File: src/rtl/obi_bank_arbiter_if.sv
// -----------------------------------------------------------------------------
// obi_bank_arbiter_if
// Bundles the OBI signals around one shared RAM bank: NREQ requesting masters
// on one side, a single bank port on the other.
//
// Handshake semantics (OBI, valid/ready style):
//   A request is offered while req=1 and accepted in the cycle where req=1 and
//   gnt=1 are both seen at the clock edge. The offering side keeps req and all
//   request fields (addr/we/be/wdata) stable until that cycle. The response
//   (rvalid/rdata) is a one-cycle pulse that cannot be back-pressured. Responses
//   come back in the order the requests were accepted.
//
// Signals
//   master_req/addr/we/be/wdata  [NREQ]  requests from the masters
//   master_gnt/rvalid/rdata      [NREQ]  grant and response back to each master
//   slave_req/addr/we/be/wdata           request forwarded to the RAM bank
//   slave_gnt/rvalid/rdata               grant and response from the RAM bank
//
// Modports
//   slave  : arbiter view (accepts master requests, drives the bank port)
//   master : environment view (masters plus RAM bank), the mirror image
// -----------------------------------------------------------------------------
interface obi_bank_arbiter_if #(
    parameter int NREQ = 3,
    parameter int AW   = 32,
    parameter int DW   = 32
);
    logic [NREQ-1:0] master_req;
    logic [AW-1:0]   master_addr  [NREQ];
    logic [NREQ-1:0] master_we;
    logic [DW/8-1:0] master_be    [NREQ];
    logic [DW-1:0]   master_wdata [NREQ];
    logic [NREQ-1:0] master_gnt;
    logic [NREQ-1:0] master_rvalid;
    logic [DW-1:0]   master_rdata [NREQ];

    logic            slave_req;
    logic [AW-1:0]   slave_addr;
    logic            slave_we;
    logic [DW/8-1:0] slave_be;
    logic [DW-1:0]   slave_wdata;
    logic            slave_gnt;
    logic            slave_rvalid;
    logic [DW-1:0]   slave_rdata;

    modport slave (
        input  master_req, master_addr, master_we, master_be, master_wdata,
        output master_gnt, master_rvalid, master_rdata,
        output slave_req, slave_addr, slave_we, slave_be, slave_wdata,
        input  slave_gnt, slave_rvalid, slave_rdata
    );

    modport master (
        output master_req, master_addr, master_we, master_be, master_wdata,
        input  master_gnt, master_rvalid, master_rdata,
        input  slave_req, slave_addr, slave_we, slave_be, slave_wdata,
        output slave_gnt, slave_rvalid, slave_rdata
    );
endinterface

File: src/rtl/obi_bank_arbiter.sv
// -----------------------------------------------------------------------------
// obi_bank_arbiter
// Shares one OBI RAM bank port between NREQ masters. Round-robin arbitration;
// a winner whose request is not granted immediately is locked until the bank
// grants it. The IDs of granted masters are kept in an owner FIFO so responses
// are routed back in order.
//
// Parameters
//   NREQ             number of requesting masters (>=2)
//   MAX_OUTSTANDING  max granted-but-unanswered transactions / owner FIFO depth
//
// Ports
//   clk_i          clock
//   rst_i          synchronous reset, active-high
//   bus            obi_bank_arbiter_if.slave (master and bank side signals)
//   outstanding_o  owner FIFO occupancy
//   err_o          sticky: rvalid arrived while no transaction was outstanding
//   lock_state_o   lock FSM state (1 = LOCKED), debug visibility
//   grant_cnt_o    [NREQ] 32-bit saturating grant counters   (OBI_BANK_ARB_PERF_EN)
//   stall_cnt_o    [NREQ] 32-bit saturating stall counters   (OBI_BANK_ARB_PERF_EN)
//
// Configuration
//   Define OBI_BANK_ARB_PERF_EN to add the per-master grant/stall counters.
//   Arbitration and timing are identical either way.
// -----------------------------------------------------------------------------
module obi_bank_arbiter #(
    parameter int NREQ            = 3,
    parameter int MAX_OUTSTANDING = 2
) (
    input  logic                                   clk_i,
    input  logic                                   rst_i,
    obi_bank_arbiter_if.slave                      bus,
    output logic [$clog2(MAX_OUTSTANDING+1)-1:0]   outstanding_o,
    output logic                                   err_o,
    output logic                                   lock_state_o
`ifdef OBI_BANK_ARB_PERF_EN
    ,
    output logic [31:0]                            grant_cnt_o [NREQ],
    output logic [31:0]                            stall_cnt_o [NREQ]
`endif
);
    localparam int IDW = $clog2(NREQ);
    localparam int CW  = $clog2(MAX_OUTSTANDING + 1);
    localparam int PW  = (MAX_OUTSTANDING > 1) ? $clog2(MAX_OUTSTANDING) : 1;

    typedef enum logic {
        IDLE   = 1'b0,
        LOCKED = 1'b1
    } lock_state_e;

    lock_state_e    state_q;
    logic [IDW-1:0] lock_q;
    logic [IDW-1:0] rr_q;

    logic [IDW-1:0] fifo_q [MAX_OUTSTANDING];
    logic [PW-1:0]  wr_ptr_q;
    logic [PW-1:0]  rd_ptr_q;
    logic [CW-1:0]  count_q;
    logic           err_q;

    logic [IDW-1:0] scan_idx;
    logic           scan_found;
    logic [IDW:0]   cand;
    logic [IDW-1:0] winner;
    logic           fifo_full;
    logic           fwd;
    logic           hs;
    logic           pop;
    logic           orphan_rvalid;
    logic [IDW-1:0] head_id;

    // Round-robin scan starting at rr_q. The candidate index is wrapped with an
    // explicit compare so non power-of-two NREQ never selects a missing master.
    always_comb begin
        scan_idx   = '0;
        scan_found = 1'b0;
        cand       = '0;
        for (int k = 0; k < NREQ; k++) begin
            cand = {1'b0, rr_q} + (IDW+1)'(k);
            if (cand >= (IDW+1)'(NREQ)) begin
                cand = cand - (IDW+1)'(NREQ);
            end
            if (!scan_found && bus.master_req[cand[IDW-1:0]]) begin
                scan_found = 1'b1;
                scan_idx   = cand[IDW-1:0];
            end
        end
    end

    assign winner    = (state_q == LOCKED) ? lock_q : scan_idx;
    // Full is judged on the registered count only: a pop this cycle does not
    // make room for a push in the same cycle.
    assign fifo_full = (count_q == CW'(MAX_OUTSTANDING));
    assign fwd       = bus.master_req[winner] && !fifo_full;
    assign hs        = fwd && bus.slave_gnt;

    assign pop           = bus.slave_rvalid && (count_q != '0);
    assign orphan_rvalid = bus.slave_rvalid && (count_q == '0);
    assign head_id       = fifo_q[rd_ptr_q];

    assign bus.slave_req   = fwd;
    assign bus.slave_addr  = bus.master_addr[winner];
    assign bus.slave_we    = bus.master_we[winner];
    assign bus.slave_be    = bus.master_be[winner];
    assign bus.slave_wdata = bus.master_wdata[winner];

    always_comb begin
        bus.master_gnt    = '0;
        bus.master_rvalid = '0;
        if (hs) begin
            bus.master_gnt[winner] = 1'b1;
        end
        if (pop) begin
            bus.master_rvalid[head_id] = 1'b1;
        end
    end

    // rdata is broadcast; only the master seeing rvalid uses it.
    always_comb begin
        for (int i = 0; i < NREQ; i++) begin
            bus.master_rdata[i] = bus.slave_rdata;
        end
    end

    always_ff @(posedge clk_i) begin
        if (rst_i) begin
            state_q  <= IDLE;
            lock_q   <= '0;
            rr_q     <= '0;
            wr_ptr_q <= '0;
            rd_ptr_q <= '0;
            count_q  <= '0;
            err_q    <= 1'b0;
            for (int i = 0; i < MAX_OUTSTANDING; i++) begin
                fifo_q[i] <= '0;
            end
        end else begin
            case (state_q)
                IDLE: begin
                    if (fwd && !bus.slave_gnt) begin
                        state_q <= LOCKED;
                        lock_q  <= winner;
                    end
                end
                LOCKED: begin
                    if (hs) begin
                        state_q <= IDLE;
                    end
                end
                default: state_q <= IDLE;
            endcase

            if (hs) begin
                rr_q             <= (winner == IDW'(NREQ - 1)) ? '0 : winner + 1'b1;
                fifo_q[wr_ptr_q] <= winner;
                wr_ptr_q         <= (wr_ptr_q == PW'(MAX_OUTSTANDING - 1)) ? '0 : wr_ptr_q + 1'b1;
            end

            if (pop) begin
                rd_ptr_q <= (rd_ptr_q == PW'(MAX_OUTSTANDING - 1)) ? '0 : rd_ptr_q + 1'b1;
            end

            case ({hs, pop})
                2'b10:   count_q <= count_q + 1'b1;
                2'b01:   count_q <= count_q - 1'b1;
                default: count_q <= count_q;
            endcase

            if (orphan_rvalid) begin
                err_q <= 1'b1;
            end
        end
    end

    assign outstanding_o = count_q;
    assign err_o         = err_q;
    assign lock_state_o  = (state_q == LOCKED);

`ifdef OBI_BANK_ARB_PERF_EN
    logic [31:0] grant_cnt_q [NREQ];
    logic [31:0] stall_cnt_q [NREQ];

    always_ff @(posedge clk_i) begin
        for (int i = 0; i < NREQ; i++) begin
            if (rst_i) begin
                grant_cnt_q[i] <= '0;
                stall_cnt_q[i] <= '0;
            end else begin
                if (bus.master_gnt[i] && (grant_cnt_q[i] != 32'hFFFF_FFFF)) begin
                    grant_cnt_q[i] <= grant_cnt_q[i] + 32'd1;
                end
                if (bus.master_req[i] && !bus.master_gnt[i] &&
                    (stall_cnt_q[i] != 32'hFFFF_FFFF)) begin
                    stall_cnt_q[i] <= stall_cnt_q[i] + 32'd1;
                end
            end
        end
    end

    always_comb begin
        for (int i = 0; i < NREQ; i++) begin
            grant_cnt_o[i] = grant_cnt_q[i];
            stall_cnt_o[i] = stall_cnt_q[i];
        end
    end
`endif
endmodule
File: src/flat_wrapper.sv
// flat-port wrapper written by rule: the top's interface ports become plain ports
module obi_bank_arbiter_flat 
#(
    parameter int NREQ            = 3,
    parameter int MAX_OUTSTANDING = 2
)
  (clk_i, rst_i, outstanding_o, err_o, lock_state_o, bus_master_req, bus_master_addr, bus_master_we, bus_master_be, bus_master_wdata, bus_master_gnt, bus_master_rvalid, bus_master_rdata, bus_slave_req, bus_slave_addr, bus_slave_we, bus_slave_be, bus_slave_wdata, bus_slave_gnt, bus_slave_rvalid, bus_slave_rdata);
  obi_bank_arbiter_if #(.NREQ(NREQ)) bus_i ();
  input  logic clk_i;
  input  logic rst_i;
  output logic [$clog2(MAX_OUTSTANDING+1)-1:0] outstanding_o;
  output logic err_o;
  output logic lock_state_o;
  input wire logic [$bits(bus_i.master_req)-1:0] bus_master_req;
  input wire logic [$bits(bus_i.master_addr)-1:0] bus_master_addr;
  input wire logic [$bits(bus_i.master_we)-1:0] bus_master_we;
  input wire logic [$bits(bus_i.master_be)-1:0] bus_master_be;
  input wire logic [$bits(bus_i.master_wdata)-1:0] bus_master_wdata;
  output wire logic [$bits(bus_i.master_gnt)-1:0] bus_master_gnt;
  output wire logic [$bits(bus_i.master_rvalid)-1:0] bus_master_rvalid;
  output wire logic [$bits(bus_i.master_rdata)-1:0] bus_master_rdata;
  output wire logic [$bits(bus_i.slave_req)-1:0] bus_slave_req;
  output wire logic [$bits(bus_i.slave_addr)-1:0] bus_slave_addr;
  output wire logic [$bits(bus_i.slave_we)-1:0] bus_slave_we;
  output wire logic [$bits(bus_i.slave_be)-1:0] bus_slave_be;
  output wire logic [$bits(bus_i.slave_wdata)-1:0] bus_slave_wdata;
  input wire logic [$bits(bus_i.slave_gnt)-1:0] bus_slave_gnt;
  input wire logic [$bits(bus_i.slave_rvalid)-1:0] bus_slave_rvalid;
  input wire logic [$bits(bus_i.slave_rdata)-1:0] bus_slave_rdata;
  assign bus_i.master_req = bus_master_req;
  assign bus_i.master_addr = {>>{bus_master_addr}};
  assign bus_i.master_we = bus_master_we;
  assign bus_i.master_be = {>>{bus_master_be}};
  assign bus_i.master_wdata = {>>{bus_master_wdata}};
  assign bus_master_gnt = bus_i.master_gnt;
  assign bus_master_rvalid = bus_i.master_rvalid;
  assign bus_master_rdata = {>>{bus_i.master_rdata}};
  assign bus_slave_req = bus_i.slave_req;
  assign bus_slave_addr = bus_i.slave_addr;
  assign bus_slave_we = bus_i.slave_we;
  assign bus_slave_be = bus_i.slave_be;
  assign bus_slave_wdata = bus_i.slave_wdata;
  assign bus_i.slave_gnt = bus_slave_gnt;
  assign bus_i.slave_rvalid = bus_slave_rvalid;
  assign bus_i.slave_rdata = bus_slave_rdata;
  obi_bank_arbiter #(.NREQ(NREQ), .MAX_OUTSTANDING(MAX_OUTSTANDING)) u_core (.clk_i(clk_i), .rst_i(rst_i), .bus(bus_i), .outstanding_o(outstanding_o), .err_o(err_o), .lock_state_o(lock_state_o));
endmodule
File: config.mk
export PLATFORM = sky130hd
export DESIGN_NAME = obi_bank_arbiter_flat
export DESIGN_NICKNAME = d
export VERILOG_FILES = /design/src/rtl/obi_bank_arbiter_if.sv /design/src/rtl/obi_bank_arbiter.sv /design/src/flat_wrapper.sv
export SDC_FILE = /design/constraint.sdc
export NUM_CORES = 1
export LEC_CHECK = 0
export ABC_AREA = 1
export BUFFER_PORTS_ARGS = -buffer_cell sky130_fd_sc_hd__buf_2
export CAP_MARGIN = 10
export CELL_PAD_IN_SITES_DETAIL_PLACEMENT = 0
export CELL_PAD_IN_SITES_GLOBAL_PLACEMENT = 2
export CORE_MARGIN = 5
export CORE_UTILIZATION = 13
export CTS_CLUSTER_DIAMETER = 30
export DETAILED_ROUTE_END_ITERATION = 16
export MAX_ROUTING_LAYER = met4
export PLACE_DENSITY_LB_ADDON = 0.1
export REMOVE_ABC_BUFFERS = 1
export SKIP_CTS_REPAIR_TIMING = 1
export SLEW_MARGIN = 30
export SYNTH_ARGS = -nofsm -noshare
export SYNTH_HDL_FRONTEND = slang
export SYNTH_SLANG_ARGS = --single-unit
File: constraint.sdc
create_clock -name clk_i -period 3.3 [get_ports clk_i]
set_input_delay 0.33 -clock clk_i [delete_from_list [all_inputs] [get_ports clk_i]]
set_output_delay 0.33 -clock clk_i [all_outputs]
set_load 0.02 [all_outputs]
### Word level (Yosys, flattened, before mapping)

Memories as Yosys holds them, arrays and structs flattened. A register that Yosys moved wholly into a read port is not among the register bits.
Cells that the tools add are included.
Widths: inputs -> output; s select.

| storage, ports and cells | value |
|---|---|
| bits in writable memories | 4 |
| memories | 1 |
| flip-flop bits (word level) | 10 |
| output and inout port bits | 176 |
| input port bits | 246 |

Memory list:

| memory | depth | width | rd ports | clocked after Yosys merged registers in | wr ports | RTL line | text |
|---|---|---|---|---|---|---|---|
| u_core.fifo_q | 2 | 2 | 1 | 1 | 2 | obi_bank_arbiter.sv:55 | `logic [IDW-1:0] fifo_q [MAX_OUTSTANDING];` |

| operators by class | value |
|---|---|
| reduce and logical (&&, ||, !) cells | 18 |
| magnitude comparators | 11 |
| add/subtract/negate cells | 10 |
| mux-type cells | 51 |
| bitwise gates (word level) | 2 |
| equality and inequality tests | 4 |

Operators by type and width:

| cell | count |
|---|---|
| $bmux 32 s2 | 2 |
| $mux 32 | 4 |
| $mux 1 | 22 |
| $mux 2 | 9 |
| $lt 2x3->1 const B | 5 |
| $bmux 1 s2 | 5 |
| $logic_and 1x1->1 | 9 |
| $bmux 4 s2 | 1 |
| $mux 4 | 2 |
| $eq 2x2->1 const B | 3 |
| $ge 3x2->1 const B | 2 |
| $mux 3 | 2 |
| $sub 2x2->2 const B | 3 |
| $add 2x1->2 const B | 2 |
| $demux 1 s2 | 2 |
| $ge 2x1->1 const B | 2 |
| $logic_not 1->1 | 4 |
| $pmux 2 s2 | 1 |
| $reduce_bool 2->1 | 2 |
| $add 2x1->3 const B | 1 |
| $add 2x2->3 const B | 1 |
| $ge 3x3->1 const B | 1 |
| $not 2->3 | 1 |
| $add 1x1->1 const B | 2 |
| other kinds (8) | 8 |

### Depth between registers and ports, before layout

Gate-level depths: netlist (run 1).

| logic depth | value |
|---|---|
| word-level depth | 21 |
| mapped depth | 21 |
| depth with buffers taken out | 20 |

### Least setup slack after synthesis (run 1)

OpenSTA, ideal clock, no wires.

| path | value |
|---|---|
| kind | register to register |
| start | register u_core.rr_q[0] |
| end | register u_core.count_q[1] (netlist: u_core.outstanding_o[1]) |
| slack | 600 ps |
| arrival | 2578 ps |
| buffers on the path | 1 |
| period minus slack after synthesis | 2700 ps |
| stages on the path, launching flop included | 21 |
| library setup time | 122 ps |
| cells stage by stage | dfxtp_1 > inv_1 > ha_1 > buf_2 > nor2_1 > nand2_1 > nand2_1 > nand2_1 > nand2_1 > nand2_1 > nand3_2 > nand2_2 > nor2_4 > nand2_2 > nand3_4 > nand3_4 > ha_1 > a21oi_1 > o21ai_0 > o21ai_0 > a21oi_1 |

| on the way | value |
|---|---|
| longest elaborated chain between the ends | 18 |
| elaborated cells between the ends (all ways) | 35 |
| classes of those cells | 5 x add/sub; 3 x order compare; 2 x eq/ne; 18 x mux; 7 x reduce/logical |

RTL lines:

| what | RTL line | text |
|---|---|---|
| start: declaration | obi_bank_arbiter.sv:53 | `logic [IDW-1:0] rr_q;` |
| start signal: assignment | obi_bank_arbiter.sv:154 | `rr_q <= (winner == IDW'(NREQ - 1)) ? '0 : winner + 1'b1;` |
| branches (longest 10 deep; another with $add 2x1->3) | n/a |  |
| $mux 2 * | obi_bank_arbiter.sv:83 | `if (!scan_found && bus.master_req[cand[IDW-1:0]]) begin` |
| $mux 2 * | obi_bank_arbiter.sv:90 | `assign winner = (state_q == LOCKED) ? lock_q : scan_idx;` |
| $bmux 1 s2 * | obi_bank_arbiter.sv:94 | `assign fwd = bus.master_req[winner] && !fifo_full;` |
| $mux 1 (implied by the code) * | obi_bank_arbiter.sv:94 |  |
| $logic_and 1x1->1 * | obi_bank_arbiter.sv:94 |  |
| $logic_and 1x1->1 * | obi_bank_arbiter.sv:95 | `assign hs = fwd && bus.slave_gnt;` |
| $eq 2x1->1 / $eq 2x2->1 (equally long branches) | obi_bank_arbiter.sv:163 | `case ({hs, pop})` |
| $pmux 2 s2 / $reduce_bool 2->1 (equally long branches) | n/a |  |
| end signal: assignment | obi_bank_arbiter.sv:164 | `2'b10: count_q <= count_q + 1'b1;` |
| end signal: assignment | obi_bank_arbiter.sv:165 | `2'b01: count_q <= count_q - 1'b1;` |
| end signal: assignment | obi_bank_arbiter.sv:166 | `default: count_q <= count_q;` |
| end: declaration | obi_bank_arbiter.sv:58 | `logic [CW-1:0] count_q;` |

Every way passes the cells marked *. The select of a mux whose other input is x is not followed.
A chain may end at the register's enable or synchronous reset.

### Worst setup path in the final report (run 1)

| path | value |
|---|---|
| start | register u_core.rr_q[1] |
| end | output bus_slave_wdata[7] |

| on the way | value |
|---|---|
| longest elaborated chain between the ends | 16 |
| elaborated cells between the ends (all ways) | 31 |
| classes of those cells | 5 x add/sub; 3 x order compare; 18 x mux; 1 x bitwise; 4 x reduce/logical |

RTL lines:

| what | RTL line | text |
|---|---|---|
| branches (longest 10 deep; another with $add 2x1->3) | n/a |  |
| $mux 2 * | obi_bank_arbiter.sv:83 |  |
| $mux 2 * | obi_bank_arbiter.sv:90 |  |
| $not 2->3 (implied by the code) * | obi_bank_arbiter.sv:105 | `assign bus.slave_wdata = bus.master_wdata[winner];` |
| $bmux 32 s2 * | obi_bank_arbiter.sv:105 |  |
| $mux 32 (implied by the code) * (2 in a row) | obi_bank_arbiter.sv:105 |  |
| end: declaration | flat_wrapper.sv:26 | `output wire logic [$bits(bus_i.slave_wdata)-1:0] bus_slave_wdata;` |

Marks and branches as above.

==> out/summary.txt, run 1 <==
STATUS
--------------------------------------------------------------------------------------------------------
Run status                                                                                  finished clean

PWR
--------------------------------------------------------------------------------------------------------
Leakage power of the design                                                                   0.00248 uW
Max IR drop VDD                                                                                 0.496 mV
Total power                                                                                      6910 uW
Pwr/cell area                                                                               1490 nW/um^2

DRT
--------------------------------------------------------------------------------------------------------
Count of routing violations after the opening detailed-route iteration                               220
Number of nets still failing antenna checks after routing                                              0
Via-per-instance ratio                                                                              4.19
Detailed Routing Iterations Pass 1                                                                     4
Routed length per instance                                                                       23.5 um
Total wirelength of the detailed-routed design                                                  25500 um
Final routed DRC violation total                                                                       0
Via count                                                                                           4550

TIMING
--------------------------------------------------------------------------------------------------------
Min Tclk post-route                                                                              3.04 ns
Actual slew at the worst max-slew pin                                                           0.487 ns
Relative slew margins                                                                              67.5%
Achievable frequency                                                                             329 MHz
Number of hold violations in the final report                                                          0
Number of pins with negative max-slew slack in the final report                                        0
Final critical-path share of the clock period                                                      92.2%
Largest clock skew in the final design                                                        0.00306 ns
WHS                                                                                             0.296 ns
Setup TNS                                                                                           0 ns
Final count of negative-setup-slack endpoints                                                          0
Unrepaired setup endpoints after global routing                                                    false

SYNTH
--------------------------------------------------------------------------------------------------------
Top flip-flop cell by instance count after synthesis                                        sky130_fd_sc_hd__dfxtp_1
Largest family of logic cells by synthesized area                                           simple AND/OR/NAND/NOR gates
Mux cell area share after synthesis                                                               0.312%
Number of enable flip-flop cells after synthesis                                                       4
Gate count after technology mapping                                                                  564
Synthesis warning total                                                                                0
Post-synthesis instance area                                                                  3210 sq um
Part of the Yosys area used for sequential elements                                                10.6%
Post-synthesis simple-gate area fraction                                                           53.5%
Fraction of synthesized cell area in xor and xnor cells                                               0%
Compound-Gate Fraction of Synth Area                                                               3.58%
Distinct cell type count after synthesis                                                              29
Average cell area after synthesis                                                             5.70 sq um
Fraction of registers with async set/reset                                                            0%
Fraction of the mapped netlist area in adder cells                                                 1.95%
#FFs+latches synth                                                                                    15

DIE
--------------------------------------------------------------------------------------------------------
Standard-cell rows                                                                                    57
Placeable core region                                                                        24300 sq um
Number of top-level pins                                                                             422
Die span in y                                                                                     167 um
Die extent in x                                                                                   167 um
Starting density of the core                                                                       13.2%
Die Outline Area                                                                             28000 sq um

GRT
--------------------------------------------------------------------------------------------------------
GRT Resource Usage Total                                                                           16.5%
Grt ovf                                                                                                0
Number of global-route vias before repair                                                           4608
Global-route wire length before repair                                                          33000 um
Number of antenna violations at the first check in global routing                                     13
Maximum number of pins on one net before global-route repair                                          74

CLOCKING
--------------------------------------------------------------------------------------------------------
Total CTS buffers                                                                                      3
TritonCTS clock tree                                                                                done
H-tree depth reported by CTS                                                                           1
Clock Tree Buf Depth                                                                                   2
CTS Sinks                                                                                             15
Clk Latency, worst-skew pair                                                                     0.25 ns
Post-CTS clock slew at the launch and capture registers of the worst setup and hold paths        0.05 ns
Clock root buffer                                                                           sky130_fd_sc_hd__clkbuf_16

SETUP PATH
--------------------------------------------------------------------------------------------------------
R2r setup slk                                                                                    0.32 ns
Arrival time worst endpoint                                                                      2.71 ns
Max incr delay on CP                                                                             0.34 ns
Critical-path cell with the highest stage delay                                             sky130_fd_sc_hd__dfxtp_2
Maximum fanout encountered on the critical timing path                                                14
CP cell instances                                                                           inv_1 > ha_1 > inv_2 > nand2_1 > nand3_2 > nand2_2 > nand3_1 > nand2_1 > inv_2 > nand2_2 > nand2_4 > nand2_1 > clkinv_4 > buf_4 > nand2_1 > nand3_1 > buf_2
Data required time of the worst path                                                             2.97 ns
Class of the most critical setup path                                                       register to output pin
Setup crit start kind                                                                           register
Crit path capture type                                                                        output pin
Most repeated library cell on the critical path                                             sky130_fd_sc_hd__nand2_1

JOB
--------------------------------------------------------------------------------------------------------
Max-capacitance violation count                                                                        0

LAYOUT
--------------------------------------------------------------------------------------------------------
Most used cells in the layout excluding fill and tap cells                                  sky130_fd_sc_hd__buf_2 (293), sky130_fd_sc_hd__nand2_1 (176), sky130_fd_sc_hd__nand3_1 (152), sky130_fd_sc_hd__inv_1 (18), sky130_fd_sc_hd__nor2_1 (18)
Nets                                                                                                1002
Layout cell share with drive strength beyond 1                                                     45.7%
Count of filler cells inserted in the layout                                                        2898
Most common cell after layout, fill and taps aside                                          sky130_fd_sc_hd__buf_2
Area delta synth->final                                                                            44.2%

PLACE
--------------------------------------------------------------------------------------------------------
Input/output buffers                                                                                 293
Post-detail-place hpwl                                                                          20500 um
Weighted congestion reported at the end of routability-driven placement                            0.840

MIN PATH
--------------------------------------------------------------------------------------------------------
HP Class                                                                                    primary input to register

==> cell type report <==
class / instances / area [sq um] / area share, %
Antenna cell: 11 / 27.5 / 0.594
Clock buffer: 4 / 78.8 / 1.70
Inverter: 25 / 98.8 / 2.13
Multi-Input combinational cell: 397 / 1940 / 42.0
Sequential cell: 15 / 342 / 7.37
Tap cell: 324 / 405 / 8.75
Timing Repair Buffer: 309 / 1740 / 37.5
==> cells by family (layout without fill, tap and decap cells) <==
group | Yosys count | after routing
AND/OR/NAND/NOR | 372 | 372
buffers and inverters | 152 | 338
AO/OA/AOI/OAI | 19 | 19
flip-flops | 15 | 15
adder cells (fa/ha/maj) | 5 | 5
multiplexers | 1 | 1
other | 0 | 11
==> synth_stat cells (5+ instances only) <==
cell,count,area (sq um)
sky130_fd_sc_hd__nand3_1,154,771
sky130_fd_sc_hd__inv_2,7,26.3
sky130_fd_sc_hd__dfxtp_1,11,220
sky130_fd_sc_hd__o21ai_0,6,30.0
sky130_fd_sc_hd__inv_1,18,67.6
sky130_fd_sc_hd__buf_2,19,95.1
sky130_fd_sc_hd__clkbuf_1,6,22.5
sky130_fd_sc_hd__a21oi_1,5,25.0
sky130_fd_sc_hd__nand2_1,176,661
sky130_fd_sc_hd__ha_1,5,62.6
sky130_fd_sc_hd__buf_4,99,743
sky130_fd_sc_hd__nor2_1,19,71.3
sky130_fd_sc_hd__nand4_1,6,37.5
==> report_power, final <==
group	internal, uW	total (uW)	leakage [uW]	switching, uW
Sequential	255	307	0.000133	52.5
Clock	164	240	0.0000382	76.2
Combinational	2050	6360	0.00231	4310
==> metal layers <==
metal	share of wire [%]	vias up	global-route usage, %
met3	14	4	9.64
met4	0.23	0	0.706
met2	42	304	23.6
met5	0	-	-
li1	-	2145	-
met1	44	2097	21.4
==> final timing paths <==
path / start / to / depth (start not counted)
worst min-delay path: rst_i / u_core.err_o$_SDFFE_PP0P_ / 2
worst max-delay path: u_core.rr_q[1]$_SDFFE_PP0P_ / bus_slave_wdata[7] / 17
worst max register to register: u_core.rr_q[1]$_SDFFE_PP0P_ / u_core.outstanding_o[1]$_SDFFE_PP0P_ / 20
worst min register to register: u_core.err_o$_SDFFE_PP0P_ / u_core.err_o$_SDFFE_PP0P_ / 2
==> per-stage QoR <==
stage	worst slack [ns]	cell area, sq um	util (%)	instances
final	0.256	4630	19.1	1085
after global routing	0.0419	4630	19.0	1084
after CTS	-0.0144	4410	18.1	1067
after detailed placement	0.261	4330	17.8	1063
after global placement	0.245	4330	17.8	1063
after floorplan	-0.742	2340	-	437
==> worst max-delay path: cells and delay by family, from the launching register on <==
| kind | cells | cell delay, ns |
|---|---|---|
| adders and majority gates | 1 | 0.28 |
| DFF | 1 | 0.34 |
| buffers and inverters | 6 | 0.79 |
| and+or+nand+nor | 10 | 1.05 |
(Power assumes the default switching activity.)
==> run 2: changes to the inputs <==
CORE_ASPECT_RATIO = 1.75   (was unset)
==> run 2 against run 1 <==
Clock skew is 0.0021 ns lower. Highest routed layer unchanged. Sequential share of layout area grew 0.17 points. Combinational power down 7.4%. Critical endpoint is now bus_slave_wdata[14]. Largest power group unchanged. Cell count is 1.5% lower.
==> out/summary.txt, run 2 (synthesis results as in run 1) <==
PWR
--------------------------------------------------------------------------------------------------------
Leakage power of the design                                                                   0.00243 uW   was 0.00248 uW
Internal power of the cells                                                                      2280 uW   was 2470 uW
Pwr/cell area                                                                               1430 nW/um^2   was 1490 nW/um^2
Net switching power figure                                                                       4160 uW   was 4430 uW
Clock Power Share                                                                                   3.8%   was 3.5%
Combinational share of power                                                                       91.5%   was 92.1%
Total power                                                                                      6440 uW   was 6910 uW
Switching part of the total                                                                        64.6%   was 64.2%
Max IR drop VDD                                                                                 0.602 mV   was 0.496 mV
Part of the total power dissipated in sequential elements                                           4.7%   was 4.4%

SETUP PATH
--------------------------------------------------------------------------------------------------------
Cells on worst reg2reg path                                                                           20   unchanged
Endpoint of the worst-slack reg-to-reg timing path                                          u_core.outstanding_o[1]$_SDFFE_PP0P_   unchanged
Crit path max-delay family                                                                  simple AND/OR/NAND/NOR gates   unchanged
Setup crit start kind                                                                           register   unchanged
Data required time of the worst path                                                             2.97 ns   about the same
Arrival time worst endpoint                                                                      2.70 ns   was 2.71 ns
Crit path capture type                                                                        output pin   unchanged
Class of the most critical setup path                                                       register to output pin   unchanged
Source of the worst register-to-register timing path                                        u_core.rr_q[0]$_SDFFE_PP0P_   was u_core.rr_q[1]$_SDFFE_PP0P_
Total buffers and inverters traversed by the critical path                                             5   was 6
R2r setup slk                                                                                    0.32 ns   about the same
Critical-path cell with the highest stage delay                                             sky130_fd_sc_hd__ha_2   was sky130_fd_sc_hd__dfxtp_2
Maximum fanout encountered on the critical timing path                                                28   was 14
First element of the critical path                                                          u_core.rr_q[0]$_SDFFE_PP0P_   was u_core.rr_q[1]$_SDFFE_PP0P_
Max incr delay on CP                                                                             0.40 ns   was 0.34 ns
CP cell instances                                                                           inv_1 > ha_2 > inv_2 > nand2_1 > nand3_1 > nand2_1 > nand3_1 > nand3_1 > nand2_2 > nand2_4 > nand2_1 > inv_4 > buf_12 > nand2_1 > nand3_1 > buf_2   was inv_1 > ha_1 > inv_2 > nand2_1 > nand3_2 > nand2_2 > nand3_1 > nand2_1 > inv_2 > nand2_2 > nand2_4 > nand2_1 > clkinv_4 > buf_4 > nand2_1 > nand3_1 > buf_2

LAYOUT
--------------------------------------------------------------------------------------------------------
Most common cell after layout, fill and taps aside                                          sky130_fd_sc_hd__buf_2   unchanged
Post-route non-filler standard cell count                                                           1069   was 1085
Nets                                                                                                 999   was 1002
Layout cell share with drive strength beyond 1                                                     45.2%   was 45.7%
Area delta synth->final                                                                            40.4%   was 44.2%
Layout Utilization                                                                                 18.4%   was 19.1%
Most used cells in the layout excluding fill and tap cells                                  sky130_fd_sc_hd__buf_2 (292), sky130_fd_sc_hd__nand2_1 (176), sky130_fd_sc_hd__nand3_1 (154), sky130_fd_sc_hd__inv_1 (18), sky130_fd_sc_hd__nor2_1 (18)   was sky130_fd_sc_hd__buf_2 (293), sky130_fd_sc_hd__nand2_1 (176), sky130_fd_sc_hd__nand3_1 (152), sky130_fd_sc_hd__inv_1 (18), sky130_fd_sc_hd__nor2_1 (18)
Final instance area                                                                           4510 sq um   was 4630 sq um

CLOCKING
--------------------------------------------------------------------------------------------------------
Clock Tree Buf Depth                                                                                   2   unchanged
Total CTS buffers                                                                                      3   unchanged
Clock root buffer                                                                           sky130_fd_sc_hd__clkbuf_16   unchanged
TritonCTS clock tree                                                                                done   unchanged
Clk Latency, worst-skew pair                                                                     0.25 ns   about the same
H-tree depth reported by CTS                                                                           1   unchanged
Post-CTS clock slew at the launch and capture registers of the worst setup and hold paths        0.05 ns   about the same
CTS Sinks                                                                                             15   unchanged

DIE
--------------------------------------------------------------------------------------------------------
Die Outline Area                                                                             28100 sq um   was 28000 sq um
Starting density of the core                                                                       13.1%   was 13.2%
Placeable core region                                                                        24500 sq um   was 24300 sq um
Die span in y                                                                                     218 um   was 167 um
Standard-cell rows                                                                                    76   was 57
Die extent in x                                                                                   129 um   was 167 um
Number of top-level pins                                                                             422   unchanged

GRT
--------------------------------------------------------------------------------------------------------
Grt ovf                                                                                                0   unchanged
Number of global-route vias before repair                                                           4702   was 4608
GRT Resource Usage Total                                                                           15.6%   was 16.5%
Number of antenna violations at the first check in global routing                                     12   was 13
Maximum number of pins on one net before global-route repair                                          74   unchanged
Global-route wire length before repair                                                          31300 um   was 33000 um

PLACE
--------------------------------------------------------------------------------------------------------
Input/output buffers                                                                                 293   unchanged
Placed cell count                                                                                   1049   was 1063
Weighted congestion reported at the end of routability-driven placement                            0.797   was 0.840
Placed instance area                                                                          4300 sq um   was 4330 sq um
Dpl ws                                                                                          0.282 ns   was 0.261 ns
Post-detail-place hpwl                                                                          19600 um   was 20500 um

MIN PATH
--------------------------------------------------------------------------------------------------------
Endpoint of the worst hold-timing path                                                      u_core.err_o$_SDFFE_PP0P_   unchanged
HP Class                                                                                    primary input to register   unchanged
Worst Hold Path Cells                                                                                  2   unchanged
Hold path startpoint                                                                               rst_i   unchanged

DRT
--------------------------------------------------------------------------------------------------------
Via count                                                                                           4505   was 4550
Total wirelength of the detailed-routed design                                                  23600 um   was 25500 um
Via-per-instance ratio                                                                              4.21   was 4.19
Detailed Routing Iterations Pass 1                                                                     4   unchanged
Final routed DRC violation total                                                                       0   unchanged
Number of nets still failing antenna checks after routing                                              0   unchanged
Routed length per instance                                                                       22.0 um   was 23.5 um
Count of routing violations after the opening detailed-route iteration                               193   was 220

JOB
--------------------------------------------------------------------------------------------------------
Max-capacitance violation count                                                                        0   unchanged

TIMING
--------------------------------------------------------------------------------------------------------
Min Tclk post-route                                                                              3.03 ns   was 3.04 ns
Final critical-path share of the clock period                                                      91.9%   was 92.2%
Actual slew at the worst max-slew pin                                                           0.448 ns   was 0.487 ns
Number of pins with negative max-slew slack in the final report                                        0   unchanged
Largest clock skew in the final design                                                       0.000997 ns   was 0.00306 ns
Final count of negative-setup-slack endpoints                                                          0   unchanged
Achievable frequency                                                                             330 MHz   was 329 MHz
Setup slack after layout                                                                        0.268 ns   was 0.256 ns
Relative slew margins                                                                              70.1%   was 67.5%
Unrepaired setup endpoints after global routing                                                    false   unchanged
Number of hold violations in the final report                                                          0   unchanged

STATUS
--------------------------------------------------------------------------------------------------------
Run status                                                                                  finished clean   unchanged

==> run 2: through the flow <==
stage | TNS [ns] | hold WS, ns
5_1_grt | 0 | 0.282
3_5_place_dp | 0 | 0.454
4_1_cts | 0 | 0.270
2_1_floorplan | -18.71 | 0.402
3_3_place_gp | 0 | 0.444
6_report | 0 | 0.276
==> run 2: cell type report <==
| cell class | instances | area [sq um] |
|---|---|---|
| clock buffers | 3 | 75.1 |
| multi-input cells | 397 | 1910 |
| repair buffers | 306 | 1670 |
| inverters | 25 | 96.3 |
| clock inverters | 1 | 5.00 |
| well taps | 312 | 390 |
| flip-flops and latches | 15 | 340 |
| diodes | 10 | 25.0 |
| fillers | 2936 | 20000 |
==> run 2: worst max-delay path by stage <==
stage / cells past startpoint / end / slack, ns
after floorplan: 19 / u_core.outstanding_o[1]$_SDFFE_PP0P_ / -0.74
after global placement: 17 / u_core.outstanding_o[1]$_SDFFE_PP0P_ / 0.28
after detailed placement: 17 / u_core.outstanding_o[1]$_SDFFE_PP0P_ / 0.28
after CTS: 15 / bus_slave_wdata[14] / 0.04
after global routing: 17 / bus_slave_req / 0.04
final: 16 / bus_slave_wdata[14] / 0.27
==> run 2: power groups by stage <==
stage | Clock, uW | Combinational [uW] | Sequential [uW]
2_1_floorplan | 0 | 3400 | 318
3_3_place_gp | 0 | 5800 | 307
3_5_place_dp | 0 | 5710 | 307
4_1_cts | 256 | 5730 | 304
5_1_grt | 260 | 6440 | 314
6_report | 246 | 5890 | 303
==> run 2: layer usage <==
metal,up-vias,GRT usage (%),wire length [um]
li1,2133,-,-
met1,2030,16.4,8430
met2,320,26.2,11600
met3,22,9.34,3310
met4,0,1.54,211
met5,-,-,0
==> run 3: changes to the inputs <==
SETUP_SLACK_MARGIN = 0.4   (was unset)
==> run 3 against run 2 <==
Worst hold slack worse by 0.0036 ns. Critical path type unchanged. Fmax up 8.2%. Register-to-register slack improved by 0.27 ns. Cell count up 1.8%. Sequential share of layout area is 0.60 points lower. Flip-flop and latch count did not move.
==> out/summary.txt, run 3 (synthesis results as in run 1) <==
TIMING
--------------------------------------------------------------------------------------------------------
Number of hold violations in the final report                                                          0   unchanged
Achievable frequency                                                                             357 MHz   was 330 MHz
Final critical-path share of the clock period                                                      84.9%   was 91.9%
Min Tclk post-route                                                                              2.80 ns   was 3.03 ns
Largest clock skew in the final design                                                        0.00208 ns   was 0.000997 ns
Final count of negative-setup-slack endpoints                                                          0   unchanged
Number of pins with negative max-slew slack in the final report                                        0   unchanged
Relative slew margins                                                                              68.7%   was 70.1%
Actual slew at the worst max-slew pin                                                           0.469 ns   was 0.448 ns
Setup slack after layout                                                                        0.498 ns   was 0.268 ns
Unrepaired setup endpoints after global routing                                                     true   was false

DIE
--------------------------------------------------------------------------------------------------------
Number of top-level pins                                                                             422   unchanged
Die span in y                                                                                     218 um   unchanged
Die extent in x                                                                                   129 um   unchanged
Starting density of the core                                                                       13.1%   unchanged
Standard-cell rows                                                                                    76   unchanged
Placeable core region                                                                        24500 sq um   unchanged
Die Outline Area                                                                             28100 sq um   unchanged

PLACE
--------------------------------------------------------------------------------------------------------
Post-detail-place hpwl                                                                          19600 um   unchanged
Weighted congestion reported at the end of routability-driven placement                            0.797   unchanged
Dpl ws                                                                                          0.282 ns   unchanged
Placed instance area                                                                          4300 sq um   unchanged
Input/output buffers                                                                                 293   unchanged

SETUP PATH
--------------------------------------------------------------------------------------------------------
Crit path capture type                                                                        output pin   unchanged
Critical-path cell with the highest stage delay                                             sky130_fd_sc_hd__dfxtp_4   was sky130_fd_sc_hd__ha_2
Endpoint of the worst-slack reg-to-reg timing path                                          u_core.outstanding_o[1]$_SDFFE_PP0P_   unchanged
Most repeated library cell on the critical path                                             sky130_fd_sc_hd__nand2_2
R2r setup slk                                                                                    0.59 ns   was 0.32 ns
Total buffers and inverters traversed by the critical path                                             6   was 5
Arrival time worst endpoint                                                                      2.47 ns   was 2.70 ns
Class of the most critical setup path                                                       register to output pin   unchanged
Max incr delay on CP                                                                             0.38 ns   was 0.40 ns
CP cell instances                                                                           inv_4 > ha_4 > inv_4 > nand2_2 > nand3_2 > nand2_2 > nand3_1 > nand2_1 > inv_2 > nand2_2 > nand2_4 > nor2_4 > buf_4 > buf_12 > nand2_1 > nand3_1 > buf_2   was inv_1 > ha_2 > inv_2 > nand2_1 > nand3_1 > nand2_1 > nand3_1 > nand3_1 > nand2_2 > nand2_4 > nand2_1 > inv_4 > buf_12 > nand2_1 > nand3_1 > buf_2
Source of the worst register-to-register timing path                                        u_core.rr_q[0]$_SDFFE_PP0P_   unchanged
Crit path max-delay family                                                                  simple AND/OR/NAND/NOR gates   unchanged
Data required time of the worst path                                                             2.97 ns   about the same
Setup crit start kind                                                                           register   unchanged
Maximum fanout encountered on the critical timing path                                                 9   was 28
Cells on worst reg2reg path                                                                           20   unchanged

LAYOUT
--------------------------------------------------------------------------------------------------------
Nets                                                                                                1018   was 999
Layout cell share with drive strength beyond 1                                                     49.2%   was 45.2%
Most common cell after layout, fill and taps aside                                          sky130_fd_sc_hd__buf_2   unchanged
Final instance area                                                                           5010 sq um   was 4510 sq um
Area delta synth->final                                                                            55.9%   was 40.4%
Most used cells in the layout excluding fill and tap cells                                  sky130_fd_sc_hd__buf_2 (268), sky130_fd_sc_hd__nand2_1 (170), sky130_fd_sc_hd__nand3_1 (150), sky130_fd_sc_hd__buf_4 (30), sky130_fd_sc_hd__inv_1 (16)   was sky130_fd_sc_hd__buf_2 (292), sky130_fd_sc_hd__nand2_1 (176), sky130_fd_sc_hd__nand3_1 (154), sky130_fd_sc_hd__inv_1 (18), sky130_fd_sc_hd__nor2_1 (18)
Layout Utilization                                                                                 20.4%   was 18.4%

CLOCKING
--------------------------------------------------------------------------------------------------------
H-tree depth reported by CTS                                                                           1   unchanged
CTS Sinks                                                                                             15   unchanged
Clk Latency, worst-skew pair                                                                     0.25 ns   about the same
Total CTS buffers                                                                                      3   unchanged
Clock Tree Buf Depth                                                                                   2   unchanged
TritonCTS clock tree                                                                                done   unchanged
Post-CTS clock slew at the launch and capture registers of the worst setup and hold paths        0.05 ns   about the same
Clock root buffer                                                                           sky130_fd_sc_hd__clkbuf_16   unchanged

PWR
--------------------------------------------------------------------------------------------------------
Net switching power figure                                                                       4600 uW   was 4160 uW
Part of the total power dissipated in sequential elements                                           4.1%   was 4.7%
Clock Power Share                                                                                   3.2%   was 3.8%
Switching part of the total                                                                        60.0%   was 64.6%
Leakage power of the design                                                                   0.00262 uW   was 0.00243 uW
Internal power of the cells                                                                      3060 uW   was 2280 uW
Pwr/cell area                                                                               1530 nW/um^2   was 1430 nW/um^2
Max IR drop VDD                                                                                 0.561 mV   was 0.602 mV
Combinational share of power                                                                       92.7%   was 91.5%

GRT
--------------------------------------------------------------------------------------------------------
GRT Resource Usage Total                                                                           15.6%   unchanged
Grt ovf                                                                                                0   unchanged
Number of antenna violations at the first check in global routing                                     12   unchanged
Global-route wire length before repair                                                          31300 um   unchanged
Number of global-route vias before repair                                                           4702   unchanged
Maximum number of pins on one net before global-route repair                                          74   unchanged

DRT
--------------------------------------------------------------------------------------------------------
Detailed Routing Iterations Pass 1                                                                     6   was 4
Total wirelength of the detailed-routed design                                                  25500 um   was 23600 um
Count of routing violations after the opening detailed-route iteration                               178   was 193
Number of nets still failing antenna checks after routing                                              0   unchanged
Routed length per instance                                                                       23.4 um   was 22.0 um
Via-per-instance ratio                                                                              4.24   was 4.21
Via count                                                                                           4615   was 4505
Final routed DRC violation total                                                                       0   unchanged

MIN PATH
--------------------------------------------------------------------------------------------------------
Worst Hold Path Cells                                                                                  2   unchanged
Hold path startpoint                                                                               rst_i   unchanged
Endpoint of the worst hold-timing path                                                      u_core.err_o$_SDFFE_PP0P_   unchanged
HP Class                                                                                    primary input to register   unchanged

STATUS
--------------------------------------------------------------------------------------------------------
Run status                                                                                  finished clean   unchanged

JOB
--------------------------------------------------------------------------------------------------------
Max-capacitance violation count                                                                        0   unchanged

run 3: metrics by stage:
step	cells	hold WS (ns)	power (uW)	TNS, ns
after global placement	1049	0.444	6110	0
after global routing	1087	0.280	8260	0
after detailed placement	1049	0.454	6020	0
final	1088	0.272	7670	0
after CTS	1053	0.270	6290	0
after floorplan	437	0.402	3710	-18.71
run 3: layout make-up:
class	instances	area [sq um]
Clock inverter	1	5.00
Inverter	25	111
Multi-Input combinational cell	397	2030
Timing Repair Buffer	325	2020
Tap cell	312	390
Clock buffer	3	75.1
Antenna cell	10	25.0
Sequential cell	15	348
Fill cell	2896	19500
run 3: worst max-delay path by stage:
stage / startpoint / to / slack (ns) / depth (start not counted)
finish: u_core.rr_q[0]$_SDFFE_PP0P_ / bus_slave_we / 0.50 / 17
global route: u_core.rr_q[1]$_SDFFE_PP0P_ / bus_master_gnt[2] / 0.35 / 17
CTS: u_core.rr_q[0]$_SDFFE_PP0P_ / bus_slave_wdata[14] / 0.04 / 15
detailed placement: u_core.rr_q[0]$_SDFFE_PP0P_ / u_core.outstanding_o[1]$_SDFFE_PP0P_ / 0.28 / 17
global placement: u_core.rr_q[0]$_SDFFE_PP0P_ / u_core.outstanding_o[1]$_SDFFE_PP0P_ / 0.28 / 17
floorplan: u_core.rr_q[0]$_SDFFE_PP0P_ / u_core.outstanding_o[1]$_SDFFE_PP0P_ / -0.74 / 19
run 3: power groups by stage:
stage	logic [uW]	registers (uW)	clock network (uW)
5_1_grt	7680	324	261
3_3_place_gp	5800	307	0
4_1_cts	5730	304	256
2_1_floorplan	3400	318	0
3_5_place_dp	5710	307	0
6_report	7110	313	247
run 3: metal layers:
| metal | GRT usage [%] | vias up | wire, um |
|---|---|---|---|
| met3 | 9.34 | 16 | 3440 |
| li1 | - | 2171 | - |
| met2 | 26.2 | 323 | 12800 |
| met4 | 1.54 | 0 | 184 |
| met5 | - | - | 0 |
| met1 | 16.4 | 2105 | 9030 |
